**config.mk**
```make
export PLATFORM = sky130hd
export DESIGN_NAME = pack_byte_tx_flat
export DESIGN_NICKNAME = d
export VERILOG_FILES = /design/src/rtl/serial_pack_pkg.sv /design/src/rtl/pack_byte_tx_if.sv /design/src/rtl/tx_watchdog.sv /design/src/rtl/pack_byte_tx.sv /design/src/flat_wrapper.sv
export SDC_FILE = /design/constraint.sdc
export NUM_CORES = 1
export LEC_CHECK = 0
export ABC_AREA = 1
export ABC_CLOCK_PERIOD_IN_PS = 4000
export BUFFER_PORTS_ARGS = -buffer_cell sky130_fd_sc_hd__buf_4
export CORE_MARGIN = 2
export CORE_UTILIZATION = 46
export DETAILED_ROUTE_END_ITERATION = 10
export PLACE_DENSITY = 0.67
export SLEW_MARGIN = 30
export SYNTH_ARGS = -nofsm -noshare
export SYNTH_HDL_FRONTEND = slang
export SYNTH_SLANG_ARGS = --single-unit
```
**constraint.sdc**
```tcl
create_clock -name clk -period 4 [get_ports clk]
set_input_delay 0.8 -clock clk [delete_from_list [all_inputs] [get_ports clk]]
set_output_delay 0.8 -clock clk [all_outputs]
set_load 0.005 [all_outputs]
```
**src/rtl/serial_pack_pkg.sv**
```systemverilog
// Shared definitions for the serial pack transmitter and receiver:
// FSM state encoding, default pattern geometry and the UART byte width.
package serial_pack_pkg;

    localparam int unsigned UartByteW  = 8;
    localparam int unsigned DefDataBit = 32;
    localparam int unsigned DefPackNum = (DefDataBit / UartByteW) * 2 + 1;

    typedef enum logic [2:0] {
        StIdle = 3'd0,
        StSend = 3'd1,
        StWait = 3'd2,
        StDone = 3'd3,
        StErr  = 3'd4
    } pack_state_e;

    // Bytes needed for two pattern words plus the control byte.
    function automatic int unsigned pack_bytes(input int unsigned data_bit);
        return (data_bit / UartByteW) * 2 + 1;
    endfunction

endpackage

```
**src/rtl/pack_byte_tx_if.sv**
```systemverilog
// Client and UART-side signals of the pack transmitter, bundled with
// master (client/testbench) and slave (pack_byte_tx) views.
interface pack_byte_tx_if #(
    parameter int unsigned DATA_BIT = serial_pack_pkg::DefDataBit
) ();
    import serial_pack_pkg::*;

    logic                 i_start;
    logic [DATA_BIT-1:0]  i_output_pattern;
    logic [DATA_BIT-1:0]  i_freq_pattern;
    logic [UartByteW-1:0] i_ctrl;
    logic                 i_tx_done_tick;

    logic                 o_tx_start;
    logic [UartByteW-1:0] o_tx_data;
    logic                 o_busy;
    logic                 o_done_tick;
    logic                 o_err_tick;

    modport master (
        output i_start,
        output i_output_pattern,
        output i_freq_pattern,
        output i_ctrl,
        output i_tx_done_tick,
        input  o_tx_start,
        input  o_tx_data,
        input  o_busy,
        input  o_done_tick,
        input  o_err_tick
    );

    modport slave (
        input  i_start,
        input  i_output_pattern,
        input  i_freq_pattern,
        input  i_ctrl,
        input  i_tx_done_tick,
        output o_tx_start,
        output o_tx_data,
        output o_busy,
        output o_done_tick,
        output o_err_tick
    );

endinterface

```
**src/rtl/tx_watchdog.sv**
```systemverilog
// Per-byte completion watchdog: counts enabled cycles, saturating at TIMEOUT_CYC.
// expired flags the cycle whose closing edge brings the count to TIMEOUT_CYC-1.
module tx_watchdog #(
    parameter int unsigned TIMEOUT_CYC = 100_000
) (
    input  logic clk,
    input  logic rst_n,
    input  logic clear,
    input  logic enable,
    output logic expired
);
    import serial_pack_pkg::*;

    localparam int unsigned CntW = $clog2(TIMEOUT_CYC + 1);
    localparam logic [CntW-1:0] SatVal = CntW'(TIMEOUT_CYC);
    localparam logic [CntW-1:0] ExpVal = CntW'(TIMEOUT_CYC - 2);

    logic [CntW-1:0] cnt_q;

    always_ff @(posedge clk or negedge rst_n) begin
        if (!rst_n) begin
            cnt_q <= '0;
        end else if (clear) begin
            cnt_q <= '0;
        end else if (enable && (cnt_q != SatVal)) begin
            cnt_q <= cnt_q + 1'b1;
        end
    end

    // Looks one edge ahead so the FSM leaves WAIT on the same edge the count lands.
    assign expired = enable && (cnt_q >= ExpVal);

endmodule

```
**src/rtl/pack_byte_tx.sv**
```systemverilog
// Sends one pack (output pattern, freq pattern, control byte) byte by byte
// through a UART transmitter, with a per-byte completion watchdog.
module pack_byte_tx #(
    parameter int unsigned DATA_BIT    = serial_pack_pkg::DefDataBit,
    parameter int unsigned PACK_NUM    = serial_pack_pkg::pack_bytes(DATA_BIT),
    parameter int unsigned TIMEOUT_CYC = 100_000
) (
    input logic           clk,
    input logic           rst_n,
    pack_byte_tx_if.slave bus
);
    import serial_pack_pkg::*;

    localparam int unsigned BufW = PACK_NUM * UartByteW;
    localparam int unsigned CntW = $clog2(PACK_NUM);
    localparam logic [CntW-1:0] LastCnt = CntW'(PACK_NUM - 1);

    pack_state_e     state_q;
    logic [BufW-1:0] buf_q;
    logic [CntW-1:0] byte_cnt_q;
    logic            tx_start_q;
    logic            busy_q;
    logic            done_q;
    logic            err_q;
    logic            wd_expired;

    tx_watchdog #(
        .TIMEOUT_CYC(TIMEOUT_CYC)
    ) u_tx_watchdog (
        .clk    (clk),
        .rst_n  (rst_n),
        .clear  (state_q == StSend),
        .enable (state_q == StWait),
        .expired(wd_expired)
    );

    always_ff @(posedge clk or negedge rst_n) begin
        if (!rst_n) begin
            state_q    <= StIdle;
            buf_q      <= '0;
            byte_cnt_q <= '0;
            tx_start_q <= 1'b0;
            busy_q     <= 1'b0;
            done_q     <= 1'b0;
            err_q      <= 1'b0;
        end else begin
            tx_start_q <= 1'b0;
            done_q     <= 1'b0;
            err_q      <= 1'b0;
            case (state_q)
                StIdle: begin
                    if (bus.i_start) begin
                        buf_q      <= BufW'({bus.i_ctrl, bus.i_freq_pattern,
                                             bus.i_output_pattern});
                        byte_cnt_q <= '0;
                        tx_start_q <= 1'b1;
                        busy_q     <= 1'b1;
                        state_q    <= StSend;
                    end
                end
                StSend: begin
                    state_q <= StWait;
                end
                StWait: begin
                    // A done tick takes priority over a simultaneous watchdog expiry.
                    if (bus.i_tx_done_tick) begin
                        if (byte_cnt_q == LastCnt) begin
                            done_q  <= 1'b1;
                            state_q <= StDone;
                        end else begin
                            buf_q      <= buf_q >> UartByteW;
                            byte_cnt_q <= byte_cnt_q + 1'b1;
                            tx_start_q <= 1'b1;
                            state_q    <= StSend;
                        end
                    end else if (wd_expired) begin
                        err_q   <= 1'b1;
                        state_q <= StErr;
                    end
                end
                StDone, StErr: begin
                    busy_q  <= 1'b0;
                    state_q <= StIdle;
                end
                default: begin
                    busy_q  <= 1'b0;
                    state_q <= StIdle;
                end
            endcase
        end
    end

    assign bus.o_tx_start  = tx_start_q;
    assign bus.o_tx_data   = buf_q[UartByteW-1:0];
    assign bus.o_busy      = busy_q;
    assign bus.o_done_tick = done_q;
    assign bus.o_err_tick  = err_q;

    a_byte_cnt_range: assert property (@(posedge clk) disable iff (!rst_n)
        byte_cnt_q <= LastCnt);
    a_start_while_busy: assert property (@(posedge clk) disable iff (!rst_n)
        tx_start_q |-> busy_q);
    a_single_tick: assert property (@(posedge clk) disable iff (!rst_n)
        !(done_q && err_q));

endmodule

```
**src/flat_wrapper.sv**
```systemverilog
// flat-port wrapper written by rule: the top's interface ports become plain ports
module pack_byte_tx_flat import serial_pack_pkg::*;
#(
    parameter int unsigned DATA_BIT    = serial_pack_pkg::DefDataBit,
    parameter int unsigned PACK_NUM    = serial_pack_pkg::pack_bytes(DATA_BIT),
    parameter int unsigned TIMEOUT_CYC = 100_000
)
  (clk, rst_n, bus_i_start, bus_i_output_pattern, bus_i_freq_pattern, bus_i_ctrl, bus_i_tx_done_tick, bus_o_tx_start, bus_o_tx_data, bus_o_busy, bus_o_done_tick, bus_o_err_tick);
  pack_byte_tx_if #(.DATA_BIT(DATA_BIT)) bus_i ();
  input logic clk;
  input logic rst_n;
  input wire logic [$bits(bus_i.i_start)-1:0] bus_i_start;
  input wire logic [$bits(bus_i.i_output_pattern)-1:0] bus_i_output_pattern;
  input wire logic [$bits(bus_i.i_freq_pattern)-1:0] bus_i_freq_pattern;
  input wire logic [$bits(bus_i.i_ctrl)-1:0] bus_i_ctrl;
  input wire logic [$bits(bus_i.i_tx_done_tick)-1:0] bus_i_tx_done_tick;
  output wire logic [$bits(bus_i.o_tx_start)-1:0] bus_o_tx_start;
  output wire logic [$bits(bus_i.o_tx_data)-1:0] bus_o_tx_data;
  output wire logic [$bits(bus_i.o_busy)-1:0] bus_o_busy;
  output wire logic [$bits(bus_i.o_done_tick)-1:0] bus_o_done_tick;
  output wire logic [$bits(bus_i.o_err_tick)-1:0] bus_o_err_tick;
  assign bus_i.i_start = bus_i_start;
  assign bus_i.i_output_pattern = bus_i_output_pattern;
  assign bus_i.i_freq_pattern = bus_i_freq_pattern;
  assign bus_i.i_ctrl = bus_i_ctrl;
  assign bus_i.i_tx_done_tick = bus_i_tx_done_tick;
  assign bus_o_tx_start = bus_i.o_tx_start;
  assign bus_o_tx_data = bus_i.o_tx_data;
  assign bus_o_busy = bus_i.o_busy;
  assign bus_o_done_tick = bus_i.o_done_tick;
  assign bus_o_err_tick = bus_i.o_err_tick;
  pack_byte_tx #(.DATA_BIT(DATA_BIT), .PACK_NUM(PACK_NUM), .TIMEOUT_CYC(TIMEOUT_CYC)) u_core (.clk(clk), .rst_n(rst_n), .bus(bus_i));
endmodule
```
After elaboration in Yosys (flattened, before gate mapping)
Cells that the tools add are included.
{ "word_totals": {"ff_bits": 100, "latchBits": 0, "mem_bits_rw": 0, "mem_bits_ro": 0, "inputBits": 76, "wordCells": 56, "mem_count": 0} }
{ "classes": {"n_addsub": 2, "multipliers": 0, "div_mod_pow": 0, "order_cmp": 1, "eq_ne": 8, "shift": 0, "n_mux": 27, "n_bitwise": 1, "reduce_logical": 9} }
{ "ops": {"columns": ["operator", "n"], "rows": [
  ["72-bit 2-to-1 mux", 3],
  ["72-bit case mux with 2 select lines", 1],
  ["17-bit 2-to-1 mux", 2],
  ["17-bit by 1-bit adder with 17-bit output (second input constant)", 1],
  ["17-bit greater-or-equal comparator (second input constant)", 1],
  ["17-bit inequality test (second input constant)", 1],
  ["4-bit 2-to-1 mux", 3],
  ["1-bit 2-to-1 mux", 10],
  ["3-bit 2-to-1 mux", 3],
  ["3-bit case mux with 3 select lines", 1],
  ["4-bit case mux with 2 select lines", 1],
  ["2-bit inequality test (second input constant)", 3],
  ["4-bit by 1-bit adder with 4-bit output (second input constant)", 1],
  ["4-bit equality test (second input constant)", 1],
  ["1-bit case mux with 2 select lines", 2],
  ["2-bit AND reduction", 2],
  ["4-bit AND reduction", 1],
  ["2-bit nonzero test", 2],
  ["3-bit by 1-bit equality test with 1-bit output (second input constant)", 1],
  ["3-bit by 2-bit equality test with 1-bit output (second input constant)", 1],
  ["3-bit logical NOT", 1],
  ["3-bit by 2-bit inequality test with 1-bit output (second input constant)", 1],
  ["1-bit logical AND", 2],
  ["2-bit 2-to-1 mux", 1],
  ["2 further kinds", 2]
]} }

Longest topological paths before layout
{ "depth": {"word_depth": 5, "mapped_depth": 11, "ltp_nobuf": 10} }

By module
A second synthesis with hierarchy kept.
{ "hier_totals": {"hier_cells": 796, "hier_area_um2": 5587.9} }
{ "by_module_without_submodules": {"columns": ["module", "n_inst", "cells_each", "area_each_um2", "seq_area_each_um2"], "rows": [
  ["pack_byte_tx", 1, 592, 4244.1, 2077.0],
  ["tx_watchdog", 1, 204, 1343.8, 425.4]
]} }

Least setup slack after synthesis
OpenSTA, ideal clock, no wires.
{ "synth_timing": {"kind": "input port to flip-flop", "start": "input bus_i_start", "end": "register u_core.buf_q[0]", "setup_ns": 0.130, "arrival_time_ns": 1.736, "t_required_ns": 3.870, "slack_ns": 2.135, "stages": 6, "n_path_buf": 3, "cell_sequence": "buf_1 -> nand2_2 -> nand2_2 -> buf_6 -> buf_2 -> a31oi_1"} }
{ "synth_via": {"elab_chain_cells": 2} }
{ "synth_lines": {"columns": ["item", "line", "source"], "rows": [
  ["from (decl)", "flat_wrapper.sv:12", "input wire logic [$bits(bus_i.i_start)-1:0] bus_i_start;"],
  ["2-bit inequality test (no line)", null, null],
  ["4-bit AND reduction (no line)", null, null],
  ["to (signal assigned)", "pack_byte_tx.sv:53", "buf_q <= BufW'({bus.i_ctrl, bus.i_freq_pattern,"],
  ["to (signal assigned)", "pack_byte_tx.sv:71", "buf_q <= buf_q >> UartByteW;"],
  ["to (decl)", "pack_byte_tx.sv:19", "logic [BufW-1:0] buf_q;"]
]} }
Every way passes these cells.
A chain may end at the register's enable or synchronous reset.

Worst setup path in the final report
{ "layout_timing": {"start": "register u_core.state_q[0]", "end": "register u_core.u_tx_watchdog.cnt_q[11]"} }
{ "layout_via": {"elab_chain_cells": 3, "elab_cells_between_ends": 5} }
{ "layout_lines": {"columns": ["item", "line", "source"], "rows": [
  ["from (decl)", "pack_byte_tx.sv:18", "pack_state_e state_q;"],
  ["from (signal assigned)", "pack_byte_tx.sv:39", "state_q <= StIdle;"],
  ["from (signal assigned)", "pack_byte_tx.sv:58", "state_q <= StSend;"],
  ["from (signal assigned)", "pack_byte_tx.sv:62", "state_q <= StWait;"],
  ["3-bit by 2-bit equality test with 1-bit output", "pack_byte_tx.sv:33", ".enable (state_q == StWait),"],
  ["1-bit logical AND", "tx_watchdog.sv:25", "end else if (enable && (cnt_q != SatVal)) begin"],
  ["2-bit nonzero test (no line)", null, null],
  ["to (signal assigned)", "tx_watchdog.sv:26", "cnt_q <= cnt_q + 1'b1;"],
  ["to (decl)", "tx_watchdog.sv:18", "logic [CntW-1:0] cnt_q;"]
]} }
Several ways; a longest one is shown, not always the timed one.

==> summary.txt <==
GRT
  – Vias in the first global route: 4166
  – Global-route wire length before repair: 19.1 mm
  – Total GRT Usage: 20.2%
  – GRT overflow: 0
  – Largest net degree at the start of global routing: 108
  – Initial antenna violation count: 0

Clock tree
  – CTS resizes: 0
  – Clock latency on the worst-skew pair: 0.35 ns
  – Cts bufs inserted: 9
  – Clock Tree Buf Depth: 2
  – # hold bufs at CTS: 0
  – H-tree depth: 3
  – TritonCTS clock tree: built
  – Clk sinks: 100
  – Clock slew at reported path FFs: 0.10 ns
  – Post-CTS Setup Bufs: 0
  – Root Buffer: clkbuf_8

STA
  – Final Setup Violations: 0
  – Fin. max-slew vios: 0
  – Slew @ Worst Pin: 0.707 ns
  – Peak Freq: 0.456 GHz
  – Unrepaired setup endpoints after global routing: false
  – Fin. Hold Viols: 0
  – Relative slew slack: 52.8%
  – Sum of negative setup slack: 0 ns
  – Final Cycle Share: 54.9%
  – Clock Skew: 0.0129 ns
  – Min Tclk post-route: 2.19 ns

Power
  – Max VDD drop: 354 µV
  – Clock power share: 16.7%
  – Internal power: 2180 µW
  – Sw frac: 40.6%
  – Sequential share of power: 42.9%
  – Power, Total: 3660 µW
  – Cell leakage power: 0.00284 µW
  – Sw power: 1490 µW
  – Pwr per Cell Area: 613 nW/µm²
  – Combinational Power Share: 40.4%

Run
  – Max Cap Violations: 0

Yosys
  – Async S/R FF share, synth: 100%
  – Most frequent cell after synthesis: nand2_1
  – Netlist Area Pre-Place: 5150 µm²
  – Yosys top cell area share: 48.6%
  – Yosys warns: 0
  – Post-synthesis mux area share: 0%
  – Leading area contributor after synthesis: dfrtp_1
  – Synth area leaders: dfrtp_1 49%, nand2_1 13%, inv_1 5.8%
  – Synth Area in Compound Gates: 15.4%
  – Synth Area per Inst: 7.91 µm²
  – Post-synth top cells: 173 x nand2_1, 100 x dfrtp_1, 80 x inv_1
  – Syn Nets: 732
  – Largest family of logic cells by synthesized area: simple AND/OR/NAND/NOR gates
  – Post-Synth XOR/XNOR Area: 1.02%
  – Sequential fraction of the synthesis area: 48.6%
  – Post-Synthesis Cells: 651
  – Synth Area in Adders: 1.22%
  – Count of cell types in the netlist: 26
  – Main synth FF type: dfrtp_1
  – Simple-Gate Fraction of Synth Area: 23.2%
  – Yosys reg bits: 100
  – Post-synth EDFFs: 0

Finish
  – Cell area after layout: 5970 µm²
  – Layout Area Growth over Synthesis: 16.0%
  – Share of layout cells above drive strength 1: 16.0%
  – Ant. Diodes: 0
  – Storage cell area: 2500 µm²
  – Final #Nets: 793
  – Multi-input gate area: 2110 µm²
  – # fillers: 1039

Routing
  – Via count: 4379
  – Antenna-violating nets left: 0
  – Total Routed Length: 11.5 mm
  – Initial drt markers: 263
  – Routed len/inst: 13.4 µm
  – Via density: 5.11
  – # DRC: 0
  – Pre-antenna DRT Iters: 7

Hold path
  – Min-delay worst type: in -> async

Critical path
  – R2R Setup Slk: 1.81 ns
  – Worst R2R Start: u_core.state_q[0]$_DFFE_PN0P_
  – Critical R2R Capture: u_core.u_tx_watchdog.cnt_q[11]$_DFFE_PN0P_
  – Reg2reg path depth: 8
  – Startpoint Class: register
  – CP required: 4.24 ns
  – Crit Path Max Fanout: 20
  – Arr. time, crit path: 2.43 ns
  – Worst setup EP type: register
  – Setup Crit Path Kind: reg -> reg

Placement
  – Port Buf Inserts: 87
  – GP Congestion: 0.868
  – Placed instance area: 5780 µm²
  – DP HPWL: 8.26 mm

Floorplan
  – Die area: 12100 µm²
  – Die H: 110 µm
  – # rows: 38
  – Initial Utilization: 47.3%
  – Die width: 110 µm
  – Area of the core: 10900 µm²
  – Top Ports: 88

Status
  – Status: finished clean
worst max-delay path: stages, from the launching register on:
cell	delay, ns
dfrtp_1	0.42
inv_1	0.09
nand2_1	0.08
nor2_4	0.13
inv_1	0.30
nor2_2	0.67
nor2_4	0.22
nand2_1	0.11
nand2_1	0.05
worst max path at each step:
stage,end,startpoint,depth (start not counted)
2_1_floorplan,u_core.buf_q[0]$_DFFE_PN0P_,bus_i_start,6
3_3_place_gp,u_core.buf_q[4]$_DFFE_PN0P_,bus_i_start,6
3_5_place_dp,u_core.buf_q[2]$_DFFE_PN0P_,bus_i_start,6
4_1_cts,u_core.buf_q[2]$_DFFE_PN0P_,u_core.state_q[1]$_DFFE_PN0P_,6
5_1_grt,u_core.u_tx_watchdog.cnt_q[16]$_DFFE_PN0P_,u_core.state_q[0]$_DFFE_PN0P_,8
6_report,u_core.u_tx_watchdog.cnt_q[11]$_DFFE_PN0P_,u_core.state_q[0]$_DFFE_PN0P_,8
placed cells by master (no fill, tap or decap):
cell	netlist	routed
nor3_2	1	1
o21bai_1	3	3
ha_1	5	5
o21ai_0	57	57
nand2_8	0	1
clkinvlp_4	0	2
inv_6	0	1
inv_1	80	80
a211oi_1	1	1
nor2_4	2	2
xor2_1	6	6
a21oi_1	10	10
nand4_1	16	16
nor3_1	3	3
nand3_1	30	30
o21ai_1	5	5
o211ai_1	40	40
clkinv_4	0	1
nand2_1	173	173
clkbuf_1	15	1
dfrtp_1	100	100
nor2_1	56	56
nor2_2	1	1
buf_4	11	93
inv_8	0	1
a31oi_1	16	16
nor3_4	1	1
nand2_2	2	1
clkbuf_8	0	10
layout make-up:
class                   count  share of cell area [%]
clock buffers              11                    2.37
clock inverters             5                   0.733
inverters                  80                    5.03
multi-input cells         428                    35.4
flip-flops and latches    100                    41.9
well taps                 140                    2.93
repair buffers             93                    11.7
routing by layer:
| layer | global-route usage (%) | up-vias | part of all wire [%] | wire (µm) |
|---|---|---|---|---|
| met4 | 5.24 | 0 | 0.51 | 59 |
| met3 | 2.79 | 4 | 4.5 | 522 |
| met2 | 32.6 | 113 | 47 | 5360 |
| met1 | 28.8 | 2035 | 48 | 5560 |
| met5 | 0 | - | 0 | 0 |
| li1 | - | 2227 | - | - |
per-stage QoR:
| step | util (%) | hold slack (ns) | cells | setup slack [ns] |
|---|---|---|---|---|
| 3_5_place_dp | 53.1 | 0.507 | 841 | 1.52 |
| 4_1_cts | 54.8 | 0.435 | 857 | 1.59 |
| 3_3_place_gp | 53.1 | 0.503 | 841 | 1.60 |
| 6_report | 54.9 | 0.424 | 857 | 1.81 |
| 2_1_floorplan | - | 0.486 | 651 | 2.13 |
| 5_1_grt | 54.9 | 0.442 | 857 | 1.56 |
registers in the layout, summed over array words and instances (netlist names):
name / flops
u_core.buf_q: 72
u_core.bus.o_busy: 1
u_core.bus.o_done_tick: 1
u_core.bus.o_err_tick: 1
u_core.bus.o_tx_start: 1
u_core.byte_cnt_q: 4
u_core.state_q: 3
u_core.u_tx_watchdog.cnt_q: 17
kinds of logic after synthesis:
family | after synthesis
xor gates and xnor gates | 6
and+or+nand+nor | 285
buffers and inverters | 123
AOI/OAI and AO/OA | 132
adders and majority gates | 5
DFF | 100
power groups by stage:
| stage | Sequential, µW | Clock [µW] | Combinational, µW |
|---|---|---|---|
| after floorplan | 1550 | 0 | 1200 |
| after global placement | 1580 | 0 | 1440 |
| after detailed placement | 1590 | 0 | 1490 |
| after CTS | 1570 | 624 | 1490 |
| after global routing | 1610 | 684 | 1710 |
| final | 1570 | 613 | 1480 |
(Power assumes the default switching activity.)
